==> src/rtl/mul_job_sequencer.sv <==
`default_nettype none
// ============================================================================
//  Module   : mul_job_sequencer
//  Purpose  : Front-end for the sequential 32x32 multiplier. Queues operand
//             pairs in a small FIFO, runs one multiplier job at a time through
//             the Reset/Run/Ready handshake, and returns each 64-bit product
//             through a single-entry valid/ack result register. A watchdog
//             aborts a job whose Ready never rises.
//  Ports    : clk, Reset                      - clock, sync active-high reset
//             InValid/InReady/InMultiplicand/InMultiplier - operand push side
//             Count                           - FIFO occupancy
//             MulReset/MulRun/MulMultiplicand/MulMultiplier/MulProduct/MulReady
//                                             - multiplier handshake
//             ResValid/ResAck/ResProduct/ResTimeout - result side
//             Busy                            - a job is in flight
//  Revision : 1.0 - initial release
// ============================================================================
module mul_job_sequencer #(
    parameter int DEPTH   = 4,
    parameter int TIMEOUT = 100
) (
    input  logic                         clk,
    input  logic                         Reset,
    input  logic                         InValid,
    output logic                         InReady,
    input  logic [31:0]                  InMultiplicand,
    input  logic [31:0]                  InMultiplier,
    output logic [$clog2(DEPTH+1)-1:0]   Count,
    output logic                         MulReset,
    output logic                         MulRun,
    output logic [31:0]                  MulMultiplicand,
    output logic [31:0]                  MulMultiplier,
    input  logic [63:0]                  MulProduct,
    input  logic                         MulReady,
    output logic                         ResValid,
    input  logic                         ResAck,
    output logic [63:0]                  ResProduct,
    output logic                         ResTimeout,
    output logic                         Busy
);

    localparam int c_PTR_W = $clog2(DEPTH);
    localparam int c_CNT_W = $clog2(DEPTH + 1);
    localparam int c_WD_W  = $clog2(TIMEOUT);

    localparam logic [c_CNT_W-1:0] c_FULL    = c_CNT_W'(DEPTH);
    localparam logic [c_WD_W-1:0]  c_WD_LAST = c_WD_W'(TIMEOUT - 1);

    typedef enum logic [1:0] {
        S_IDLE = 2'd0,
        S_CLR  = 2'd1,
        S_GAP  = 2'd2,
        S_RUN  = 2'd3
    } state_t;

    state_t              r_state;
    state_t              w_next;

    logic [31:0]         r_mem_a [DEPTH];
    logic [31:0]         r_mem_b [DEPTH];
    logic [c_PTR_W-1:0]  r_wr_ptr;
    logic [c_PTR_W-1:0]  r_rd_ptr;
    logic [c_CNT_W-1:0]  r_count;

    logic [c_WD_W-1:0]   r_wd_cnt;
    logic                r_ready_prev;
    logic [31:0]         r_op_a;
    logic [31:0]         r_op_b;
    logic                r_res_valid;
    logic [63:0]         r_res_product;
    logic                r_res_timeout;

    logic                w_push;
    logic                w_launch;
    logic                w_done;
    logic                w_abort;

    assign InReady         = (r_count < c_FULL);
    assign w_push          = InValid && InReady;
    assign Count           = r_count;
    assign MulMultiplicand = r_op_a;
    assign MulMultiplier   = r_op_b;
    assign ResValid        = r_res_valid;
    assign ResProduct      = r_res_product;
    assign ResTimeout      = r_res_timeout;
    assign Busy            = (r_state != S_IDLE);

    // ---------------------------------------------------------------- FSM
    always_ff @(posedge clk) begin
        if (Reset) begin
            r_state <= S_IDLE;
        end else begin
            r_state <= w_next;
        end
    end

    always_comb begin
        w_next   = r_state;
        MulReset = 1'b0;
        MulRun   = 1'b0;
        w_launch = 1'b0;
        w_done   = 1'b0;
        w_abort  = 1'b0;
        case (r_state)
            S_IDLE: begin
                // An ack arriving this edge frees the result slot in time.
                if ((r_count != '0) && (!r_res_valid || ResAck)) begin
                    w_launch = 1'b1;
                    w_next   = S_CLR;
                end
            end
            S_CLR: begin
                MulReset = 1'b1;
                w_next   = S_GAP;
            end
            S_GAP: begin
                w_next = S_RUN;
            end
            S_RUN: begin
                MulRun = 1'b1;
                // Only a true rising edge completes; a Ready left high by a
                // previous job is ignored.
                if (MulReady && !r_ready_prev) begin
                    w_done = 1'b1;
                    w_next = S_IDLE;
                end else if (r_wd_cnt == c_WD_LAST) begin
                    w_abort = 1'b1;
                    w_next  = S_IDLE;
                end
            end
            default: w_next = S_IDLE;
        endcase
    end

    // ---------------------------------------------------------------- FIFO
    // Storage needs no reset: the pointers and count define its contents.
    always_ff @(posedge clk) begin
        if (w_push) begin
            r_mem_a[r_wr_ptr] <= InMultiplicand;
            r_mem_b[r_wr_ptr] <= InMultiplier;
        end
    end

    always_ff @(posedge clk) begin
        if (Reset) begin
            r_wr_ptr <= '0;
            r_rd_ptr <= '0;
            r_count  <= '0;
        end else begin
            if (w_push) begin
                r_wr_ptr <= r_wr_ptr + c_PTR_W'(1);
            end
            if (w_launch) begin
                r_rd_ptr <= r_rd_ptr + c_PTR_W'(1);
            end
            case ({w_push, w_launch})
                2'b10:   r_count <= r_count + c_CNT_W'(1);
                2'b01:   r_count <= r_count - c_CNT_W'(1);
                default: r_count <= r_count;
            endcase
        end
    end

    // ---------------------------------------------------- job datapath
    always_ff @(posedge clk) begin
        if (Reset) begin
            r_op_a        <= '0;
            r_op_b        <= '0;
            r_ready_prev  <= 1'b0;
            r_wd_cnt      <= '0;
            r_res_valid   <= 1'b0;
            r_res_product <= '0;
            r_res_timeout <= 1'b0;
        end else begin
            r_ready_prev <= MulReady;

            if (w_launch) begin
                r_op_a <= r_mem_a[r_rd_ptr];
                r_op_b <= r_mem_b[r_rd_ptr];
            end

            if (r_state == S_GAP) begin
                r_wd_cnt <= '0;
            end else if ((r_state == S_RUN) && !w_done && !w_abort) begin
                r_wd_cnt <= r_wd_cnt + c_WD_W'(1);
            end

            // A new load on the same edge as an ack takes priority.
            if (w_done) begin
                r_res_valid   <= 1'b1;
                r_res_product <= MulProduct;
                r_res_timeout <= 1'b0;
            end else if (w_abort) begin
                r_res_valid   <= 1'b1;
                r_res_product <= '0;
                r_res_timeout <= 1'b1;
            end else if (ResAck && r_res_valid) begin
                r_res_valid <= 1'b0;
            end
        end
    end

endmodule
`default_nettype wire
==> config.mk <==
export PLATFORM = sky130hd
export DESIGN_NAME = mul_job_sequencer
export DESIGN_NICKNAME = d
export VERILOG_FILES = /design/src/rtl/mul_job_sequencer.sv
export SDC_FILE = /design/constraint.sdc
export NUM_CORES = 1
export LEC_CHECK = 0
export CAP_MARGIN = 20
export CORE_ASPECT_RATIO = 2
export CORE_MARGIN = 4
export CORE_UTILIZATION = 50
export DETAILED_ROUTE_END_ITERATION = 10
export GPL_TIMING_DRIVEN = 0
export PLACE_DENSITY = 0.76
export SYNTH_ARGS = -nofsm -noshare
export SYNTH_HDL_FRONTEND = slang
export SYNTH_SLANG_ARGS = --single-unit
==> constraint.sdc <==
create_clock -name clk -period 3.72 [get_ports clk]
set_input_delay 0.372 -clock clk [delete_from_list [all_inputs] [get_ports clk]]
set_output_delay 0.372 -clock clk [all_outputs]
set_load 0.02 [all_outputs]
# Word level (Yosys, flattened, before mapping)

Memory sizes are Yosys's and may differ from the RTL's. A register that Yosys moved wholly into a read port is not among the register bits.
Cells that the tools add are included.

Bits in registers: 83
Memory bits (writable): 256
Input port bits: 133
Output and inout port bits: 137
Logic and storage cells: 66
Memories: 2

Add/sub/neg operators: 5
Order comparisons: 1
Equality and inequality tests: 8
Mux-type cells: 21
Reduce and logical (&&, ||, !) cells: 20

Memory list:

| memory  | words | bits a word | read ports | clocked after Yosys merged registers in | wr ports | RTL line | source |
|---|---|---|---|---|---|---|---|
| r_mem_a | 4     | 32          | 1          | 1                                       | 1        | 59       | `logic [31:0] r_mem_a [DEPTH];` |
| r_mem_b | 4     | 32          | 1          | 1                                       | 1        | 60       | `logic [31:0] r_mem_b [DEPTH];` |

Operators by type and width:

| cell                  | count |
|---|---|
| $mux W64              | 2 |
| $mux W1               | 14 |
| $pmux W2 S4           | 1 |
| $add A7 B1 Y7 const B | 1 |
| $eq A7 B7 Y1 const B  | 1 |
| $eq A2 B2 Y1 const B  | 3 |
| $logic_and A1 B1 Y1   | 6 |
| $mux W2               | 3 |
| $pmux W3 S2           | 1 |
| $reduce_bool A2 Y1    | 3 |
| $reduce_bool A3 Y1    | 2 |
| $add A2 B1 Y2 const B | 2 |
| $eq A2 B1 Y1 const B  | 2 |
| $logic_not A1 Y1      | 4 |
| $reduce_or A2 Y1      | 2 |
| $add A3 B1 Y3 const B | 1 |
| $lt A3 B3 Y1 const B  | 1 |
| $ne A3 B3 Y1 const B  | 1 |
| $sub A3 B1 Y3 const B | 1 |
| $logic_not A2 Y1      | 1 |
| $ne A2 B2 Y1 const B  | 1 |
| $reduce_and A2 Y1     | 1 |
| $logic_or A1 B1 Y1    | 1 |

# Logic depth before layout (Yosys ltp)

Gate-level depths: netlist (run 1).

Depth in word-level cells: 7
Gate-level depth with buffers: 11
Mapped depth without buffers: 10

# Least setup slack after synthesis (run 1)

OpenSTA, ideal clock, no wires.

Kind: reg2reg
Start: register r_count[2] (netlist: Count[2])
End: memory r_mem_a[0][0], enable pin
Library setup time: 0.429 ns
Arrival: 2.288 ns
Data required time: 3.291 ns
Slack: 1.003 ns
Stages on the path, launching flop included: 4
Buffers on the path: 1
Period minus slack after synthesis: 2.717 ns
Cell sequence: dfxtp_1 -> nor2b_1 -> clkbuf_1 -> and2_1

Word-level cells in the longest chain between the ends: 4

RTL lines:

| what                          | RTL line | source |
|---|---|---|
| start: declaration            | 63       | `logic [c_CNT_W-1:0] r_count;` |
| start signal: assignment      | 157      | `2'b10: r_count <= r_count + c_CNT_W'(1);` |
| start signal: assignment      | 158      | `2'b01: r_count <= r_count - c_CNT_W'(1);` |
| start signal: assignment      | 159      | `default: r_count <= r_count;` |
| $lt A3 B3 Y1                  | 78       | `assign InReady = (r_count < c_FULL);` |
| $logic_and A1 B1 Y1           | 79       | `assign w_push = InValid && InReady;` |
| $mux W1                       | 138      | `if (w_push) begin` |
| $mux W1 (not written as such) | 139      | `r_mem_a[r_wr_ptr] <= InMultiplicand;` |
| end: declaration              | 59       |  |

No other way between the ends.

# Final worst setup path (run 1)

Start: register r_state[0]
End: register r_count[2] (netlist: Count[2])

Word-level cells in the longest chain between the ends: 4
Elaborated cells on any way between the ends: 6
Classes of those cells: 2 x eq/ne; 2 x mux; 2 x reduce/logical

RTL lines:

| what                                                     | RTL line | source |
|---|---|---|
| start: declaration                                       | 56       | `state_t r_state;` |
| start signal: assignment                                 | 93       | `r_state <= w_next;` |
| $logic_not A2 Y1 (*)                                     | 104      | `case (r_state)` |
| $mux W1 (*)                                              | 104      |  |
| named net w_launch                                       | 74       | `logic w_launch;` |
| $eq A2 B1 Y1 / $eq A2 B2 Y1 (equally long branches)      | 156      | `case ({w_push, w_launch})` |
| $pmux W3 S2 / $reduce_bool A2 Y1 (equally long branches) | --       |  |

The timed path passes the listed nets; every way through them passes the cells marked *.
A chain may end at the register's enable or synchronous reset.

==> metrics.txt, run 1 <==
Via density approximately 5.4; Final Util roughly two thirds; Worst-Skew Late Latency 0.53 ns; Fillers around 2.1k; synthesized area per cell approximately 14 sq um; syn nets about 1.2k; Buf/Inv on CP 4; status completed; peak supply drop 0.5738 mV; area added between synthesis and finish 30.13%; synth top area cells edfxtp_1, dfxtp_1, mux4_2; Slowest-stage cell, CP clkbuf_1; Max Clk Rate between 0.3 and 0.4 GHz; Final ANT Viol Nets 0; critical path capture point type flop; Synth area leader edfxtp_1; top routing layer used met4; WL met3 approximately 2.2 mm; Pleak around 0.0064 uW; grt ovf 0; pwr/cell area between 600 and 700 nW/um^2; YS warnings 0; post-synthesis cell type count 40; vias in the first global route 9,548; total setup buffers inserted after CTS 0; Worst EP arrival between 3 and 4 ns; crit share post-route around 80%; final number of setup-violating endpoints 0; prevailing post-synth register cell edfxtp_1; clock sinks 403; largest net degree at the start of global routing 49; critical path type flop to flop; max-slew violations 0; WL per Instance slightly above 20 um; Ports 270; Post-Route Skew between 0.015 and 0.02 ns; WP data required approximately 4.2 ns; cts repair resizes 0; Mapped Cells a little over 1k; CP top delay family adder cells; clock tree buffer depth 3; Clk Tree Root Cell clkbuf_16; critical-path maximum fanout 10; RSZ-0062 raised after global routing no; Worst Tran Pin Value approximately 0.88 ns; TritonCTS clock tree yes; Startpoint Class flop; asr flop ratio synth 0%; worst path cell trace inv_1, ha_1, nand3_1, inv_2, clkbuf_1, ha_1, inv_1, fa_1, xor2_1, or3_1, a21oi_1; WL met2 19.96 mm; Commonest cells post-synth edfxtp_1, nand2_1, dfxtp_1; H-tree levels 2; nets@finish about 1.5k; Mapped Area ~15,000 sq um; via count just over 9k; Post-synth EDFFs roughly 260; Worst path max stage delay 0.51 ns; die extent in x between 100 and 150 um; Final min period ~3.0 ns; port bufs 268; Seq/Total Area, Yosys a little under three quarters; Hold/Removal Path Class input port to flop; cts bufs inserted 35; setup TNS 0 ns; worst slack on hold paths 0.3685 ns; Rel. slew slack between 40% and 50%; core region area approximately 29,000 sq um; Final Wtd Congestion around 0.85; Die Ht 251.1 um; Reg2Reg Setup Slack approximately 0.76 ns; Fin. Hold Viols 0; drt first pass iters 5; met1 WL ~12 mm; Routed WL around 35 mm; leading cell type by number of instances after synthesis edfxtp_1; gr usage total a little over a fifth; initial core utilization about half; hold-fix buffers at CTS 0; Synth Register Bits ~400; antenna violations before repair 3; Iter 0 DRT Violations 496; total die area 32,540 sq um; layout cells sized above 1 about an eighth; first-pass GRT wire length roughly 53 mm; Final HPWL DP 24.78 mm; top cell type's share of synthesized area ~52%; max_cap viols 0; row cnt 88; Worst-path clk slew 0.06 ns; drc violations 0
-- metal layers --
metal | global-route usage (%) | vias up
met3 | 4.338 | 61
met1 | 22.29 | 4506
met5 | 0 | -
li1 | - | 4358
met2 | 40.78 | 307
met4 | 8.026 | 0
-- layout make-up --
class	instances	area (sq um)	area share, %
Antenna cell	3	7.507	0.03904
Timing Repair Buffer	272	2793	14.52
Clock inverter	15	141.4	0.7352
Tap cell	360	450.4	2.342
Inverter	13	48.80	0.2537
Buffer	67	312.8	1.627
Sequential cell	403	10630	55.28
Clock buffer	49	1051	5.465
Multi-Input combinational cell	537	3796	19.74
-- worst paths after layout --
check,start,endpoint,depth (start not counted)
setup / recovery,r_state[0],Count[2],11
hold / removal,Reset,r_state[0],3
setup reg to reg,r_state[0],Count[2],11
hold reg to reg,MulMultiplicand[22],MulMultiplicand[22],2
-- cell families after synthesis --
family	share of synthesized area, %
buffers and inverters	2.447
AND/OR/NAND/NOR	6.680
AO/OA/AOI/OAI	7.383
adder cells (fa/ha/maj)	1.067
flip-flops	71.93
XOR/XNOR	0.5334
multiplexers	9.957
-- worst min-delay path: cells and delay by family --
family,cells,cell delay (ns)
buffers and inverters,1,0.17
AND/OR/NAND/NOR,1,0.19
multiplexers,1,0.11
-- through the flow --
step,instance area (sq um),setup WS [ns],total power (uW),cells
floorplan,14780,1.003,7914,1020
global placement,17910,-0.8130,9394,1648
detailed placement,18030,0.4456,9493,1652
CTS,19220,0.7007,13210,1716
global route,19230,0.5959,13650,1719
finish,19230,0.7576,13040,1719
-- registers in the layout (all words and copies together) (netlist names) --
register	cells
ResProduct	64
r_rd_ptr	2
r_mem_b	128
r_wd_cnt	7
Count	3
MulMultiplier	32
r_mem_a	128
ResValid	1
r_ready_prev	1
MulMultiplicand	32
r_wr_ptr	2
ResTimeout	1
r_state	2
-- layout by cell type, fill, tap and decap left out, drive strengths merged, types with 2 or more instances in the layout --
cell,n
xor2,5
inv,15
buf,42
and2,6
or3,2
mux2i,3
nand4,2
xnor2,4
nand2b,5
nor2,18
mux4,64
nand2,198
a21boi,2
a21oi,134
diode,3
o21ai,65
bufinv,2
clkbuf,78
a31o,2
ha,11
nor2b,3
edfxtp,256
clkinv,11
nor4,2
clkdlybuf4s50,268
dfxtp,147
-- power breakdown --
group | leakage [uW] | internal (uW) | switching, uW
Sequential | 0.00354 | 5530 | 306
Clock | 0.000595 | 2130 | 1570
Combinational | 0.00222 | 1580 | 1920
(Power assumes the default switching activity.)
==> inputs of run 2 (changes only) <==
clock period = 3.1 ns   (was 3.72 ns; I/O delays follow)
==> run 2 against run 1 <==
Clock power up 20%. Via count shrank 0.37%. Die area unchanged. Critical path type unchanged. Non-clock buffer count decreased by 1. Critical endpoint unchanged. Sequential cell count is the same.
==> metrics.txt, run 2 (synthesis results as in run 1) <==
Final Cell Area between 15,000 and 20,000 sq um; core region area ~29,000 sq um; Non-Filler Instances 1,718; hold-fix buffers at CTS 0; Pleak about 0.0064 uW; Ports 270; Routed WL 35.17 mm; Worst EP arrival about 3.0 ns; critical-path maximum fanout 12; Startpoint Class flop; initial core utilization between 50% and 60%; grt ovf 0; Buf/Inv on CP 3; pwr/cell area around 810 nW/um^2; Worst-Skew Late Latency approximately 0.53 ns; Reg power frac approximately 45%; dpl cells approximately 1.7k; die extent in x ~130 um; P_int between 10,000 and 15,000 uW; TritonCTS clock tree yes; final number of setup-violating endpoints 0; first-pass GRT wire length 52.97 mm; Final ANT Viol Nets 0; area added between synthesis and finish 30.11%; Iter 0 DRT Violations slightly above 500; Via density 5.354; port bufs roughly 270; crit share post-route 82.19%; hold path depth 3; Rel. slew slack 42.46%; drc violations 0; largest net degree at the start of global routing ~50; H-tree levels 2; most frequent cells in the layout clkdlybuf4s50_1, edfxtp_1, nand2_1; antenna violations before repair 3; Setup WS post-layout roughly 0.55 ns; max-slew violations 0; nets@finish ~1.5k; layout cells sized above 1 around an eighth; worst path cell trace inv_1, ha_1, nand3_1, inv_2, ha_1, inv_1, fa_1, xor2_1, or3_1, a21oi_1; Worst Reg-to-Reg Cells 10; vias in the first global route 9,548; Fin. Hold Viols 0; max_cap viols 0; Levels on crit path 10; critical path type flop to flop; peak supply drop about 0.69 mV; Max Clk Rate 0.3925 GHz; status completed; post-place setup slack -0.1124 ns; row cnt between 80 and 90; Slowest-stage cell, CP fa_1; WL per Instance a little over 20 um; RSZ-0062 raised after global routing no; total placed instance area between 15,000 and 20,000 sq um; Post-Route Skew ~0.017 ns; gr usage total approximately a fifth; Worst path max stage delay 0.37 ns; CP top delay family adder cells; critical path capture point type flop; switch share 29.11%; via count a little over 9k; worst slack on hold paths 0.3103 ns; Die Ht about 250 um; Clk Tree Root Cell clkbuf_16; Final HPWL DP roughly 25 mm; commonest non-fill, non-tap cell in the layout clkdlybuf4s50_1; Pwr Total ~16,000 uW; P_sw between 4000 and 5000 uW; WP data required 3.54 ns; cts bufs inserted 35; Gate power share a little over a quarter; clock sinks around 400; Clk network pwr share 28.4%; Final min period 2.548 ns; Hold/Removal Path Class input port to flop; clock tree buffer depth 3; Worst Tran Pin Value around 0.86 ns; total die area 32,540 sq um; Worst-path clk slew 0.07 ns; Final Wtd Congestion 0.8493; drt first pass iters 5
-- run 2: cell count changes in the layout (fill, tap and decap cells not counted) --
| cell | before | now |
|---|---|---|
| clkbuf_1 | 33 | 32 |
-- run 2: layout make-up --
class                      count  area, sq um
tap                          360        450.4
fill                        2082         9731
timing repair buffer         272         2793
clock inverter                15        141.4
antenna                        3        7.507
multi-input combinational    537         3796
buffer                        66        309.0
clock buffer                  49         1051
inverter                      13        48.80
sequential                   403        10630
-- run 2: layer usage --
metal	global-route usage [%]	routed length, um
met4	8.026	1091
met1	22.29	11860
met3	4.338	2281
met2	40.78	19950
met5	0	0
-- run 2: timing repair --
| action | 4_1_cts | 5_1_grt |
|---|---|---|
| endpoints found under the setup margin | 0 | 1 |
| setup buffers | 0 | 0 |
| resized for setup | 0 | 0 |
-- run 2: worst min-delay path: cells and delay by family --
family        cells  cell delay [ns]
simple gates      1             0.19
mux               1             0.11
buf+inv           1             0.18
-- run 2: final timing paths --
kind,start,to,slack [ns]
setup / recovery,r_state[0],Count[2],0.55
hold / removal,Reset,r_state[0],0.31
setup reg to reg,r_state[0],Count[2],0.55
hold reg to reg,MulMultiplicand[22],MulMultiplicand[22],0.46
-- run 2: power groups by stage --
| stage | registers, uW | clock network [uW] | logic (uW) |
|---|---|---|---|
| 6_report | 7010 | 4440 | 4200 |
| 5_1_grt | 7090 | 4750 | 4530 |
| 4_1_cts | 7020 | 4540 | 4290 |
| 3_5_place_dp | 7120 | 0 | 4270 |
| 3_3_place_gp | 7120 | 0 | 4160 |
| 2_1_floorplan | 7570 | 0 | 1930 |
-- run 2: per-stage QoR --
step	util [%]	TNS, ns
2_1_floorplan	-	0
3_3_place_gp	61.85	-342.95
3_5_place_dp	62.27	-0.1124
4_1_cts	66.38	0
5_1_grt	66.40	0
6_report	66.40	0
==> inputs of run 3 (changes only) <==
CORE_UTILIZATION = 47   (was 50)
PLACE_DENSITY = 0.75   (was 0.76)
clock period = 2.2 ns   (was 3.1 ns; I/O delays follow)
==> run 3 against run 2 <==
Sequential share of layout area fell by 0.67 points. Sequential cell count unchanged. Die area increased by 6.1%. Highest routed layer is now met5.
==> metrics.txt, run 3 (synthesis results as in run 1) <==
Final Wtd Congestion 0.8091; Ports 270; max-slew violations 0; crit share post-route 95.14%; vias in the first global route just under 10k; initial core utilization 47.72%; via count roughly 9.2k; gr usage total about a fifth; Slowest-stage cell, CP fa_1; Worst-path clk slew about 0.060 ns; hold-fix buffers at CTS 0; first-pass GRT wire length 55.21 mm; Die Ht 258.8 um; drt first pass iters 5; Hold/Removal Path Class input port to flop; grt ovf 0; Routed WL between 30 and 40 mm; Pwr Total 22,710 uW; worst path cell trace inv_2, ha_4, nand3_1, inv_2, clkbuf_16, ha_4, inv_1, fa_1, xor2_1, or3_1, a21oi_1; status completed; Rel. slew slack a little over a third; pwr/cell area approximately 1200 nW/um^2; port bufs approximately 270; nets@finish about 1.5k; H-tree levels 2; Worst path max stage delay 0.36 ns; clock tree buffer depth 3; Final HPWL DP between 20 and 30 mm; WL per Instance between 20 and 25 um; Final Util 62.87%; most frequent cells in the layout clkdlybuf4s50_1, edfxtp_1, nand2_1; clock sinks approximately 400; total die area 34,520 sq um; row cnt 91; Worst-Skew Late Latency roughly 0.52 ns; Setup WS post-layout 0.1070 ns; final number of setup-violating endpoints 0; Worst Tran Pin Value 0.9726 ns; Final Cell Area 19,470 sq um; area added between synthesis and finish 31.76%; Via density 5.189; peak supply drop 0.9291 mV; Final ANT Viol Nets 0; critical-path maximum fanout 4; drc violations 0; Final min period 2.093 ns; Non-Filler Instances around 1.8k; Startpoint Class flop; die extent in x about 130 um; cts bufs inserted 36; commonest non-fill, non-tap cell in the layout clkdlybuf4s50_1; Clk Tree Root Cell clkbuf_16; Iter 0 DRT Violations 447; RSZ-0062 raised after global routing yes; antenna violations before repair 5; Fin. Hold Viols 0; core region area about 31,000 sq um; TritonCTS clock tree yes; Post-Route Skew 0.01730 ns; largest net degree at the start of global routing about 50; layout cells sized above 1 between 10% and 20%; Pleak around 0.0064 uW; Worst EP arrival 2.53 ns; total placed instance area ~18,000 sq um; post-place setup slack -0.4827 ns; dpl cells ~1.7k; WP data required around 2.6 ns; critical path capture point type flop; max_cap viols 0; critical path type flop to flop; Max Clk Rate between 0.4 and 0.5 GHz
## run 3: power breakdown
part | leakage, uW | internal, uW | switching (uW) | total, uW
logic | 0.00227 | 2800 | 3310 | 6110
clock network | 0.000608 | 4030 | 2670 | 6710
registers | 0.00354 | 9360 | 536 | 9900
total | 0.00642 | 16200 | 6520 | 22700
## run 3: final timing paths
path / startpoint / endpoint / slack [ns] / cells past startpoint
max: r_state[1] / Count[2] / 0.11 / 11
min: Reset / r_state[0] / 0.21 / 3
min reg2reg: MulMultiplicand[22] / MulMultiplicand[22] / 0.45 / 2
max reg2reg: r_state[1] / Count[2] / 0.11 / 11
## run 3: timing repair
action                                  CTS  global route
endpoints found under the hold margin     0             0
pin swaps                                 1             0
buffers inserted                          4             1
resized for setup                        10             6
endpoints found under the setup margin    3            17
## run 3: cell type report
type | count | area [sq um]
inverter | 13 | 48.80
clock buffer | 44 | 952.2
fill | 2380 | 11500
buffer | 67 | 339.1
timing repair buffer | 277 | 2833
sequential | 403 | 10640
tap | 418 | 523.0
clock inverter | 20 | 304.0
multi-input combinational | 537 | 3829
antenna | 3 | 7.507
## run 3: worst max-delay path: cells and delay by family (launching register included)
kind | cells | cell delay (ns)
adder cells (fa/ha/maj) | 3 | 0.63
AO/OA/AOI/OAI | 1 | 0.13
AND/OR/NAND/NOR | 2 | 0.40
buffers and inverters | 4 | 0.36
flip-flops | 1 | 0.34
XOR/XNOR | 1 | 0.16
## run 3: metal layers
layer / vias up / GRT usage, % / part of all wire (%)
li1: 4367 / - / -
met1: 4500 / 20.44 / 33
met2: 309 / 41.05 / 57
met3: 68 / 4.759 / 6.5
met4: 2 / 8.724 / 3.5
met5: - / 0 / 0.036
## run 3: metrics by stage
stage	TNS [ns]	hold WS (ns)
2_1_floorplan	0	0.3189
3_3_place_gp	-220.81	0.4426
3_5_place_dp	-10.14	0.4458
4_1_cts	0	0.1824
5_1_grt	-0.004295	0.2340
6_report	0	0.2070
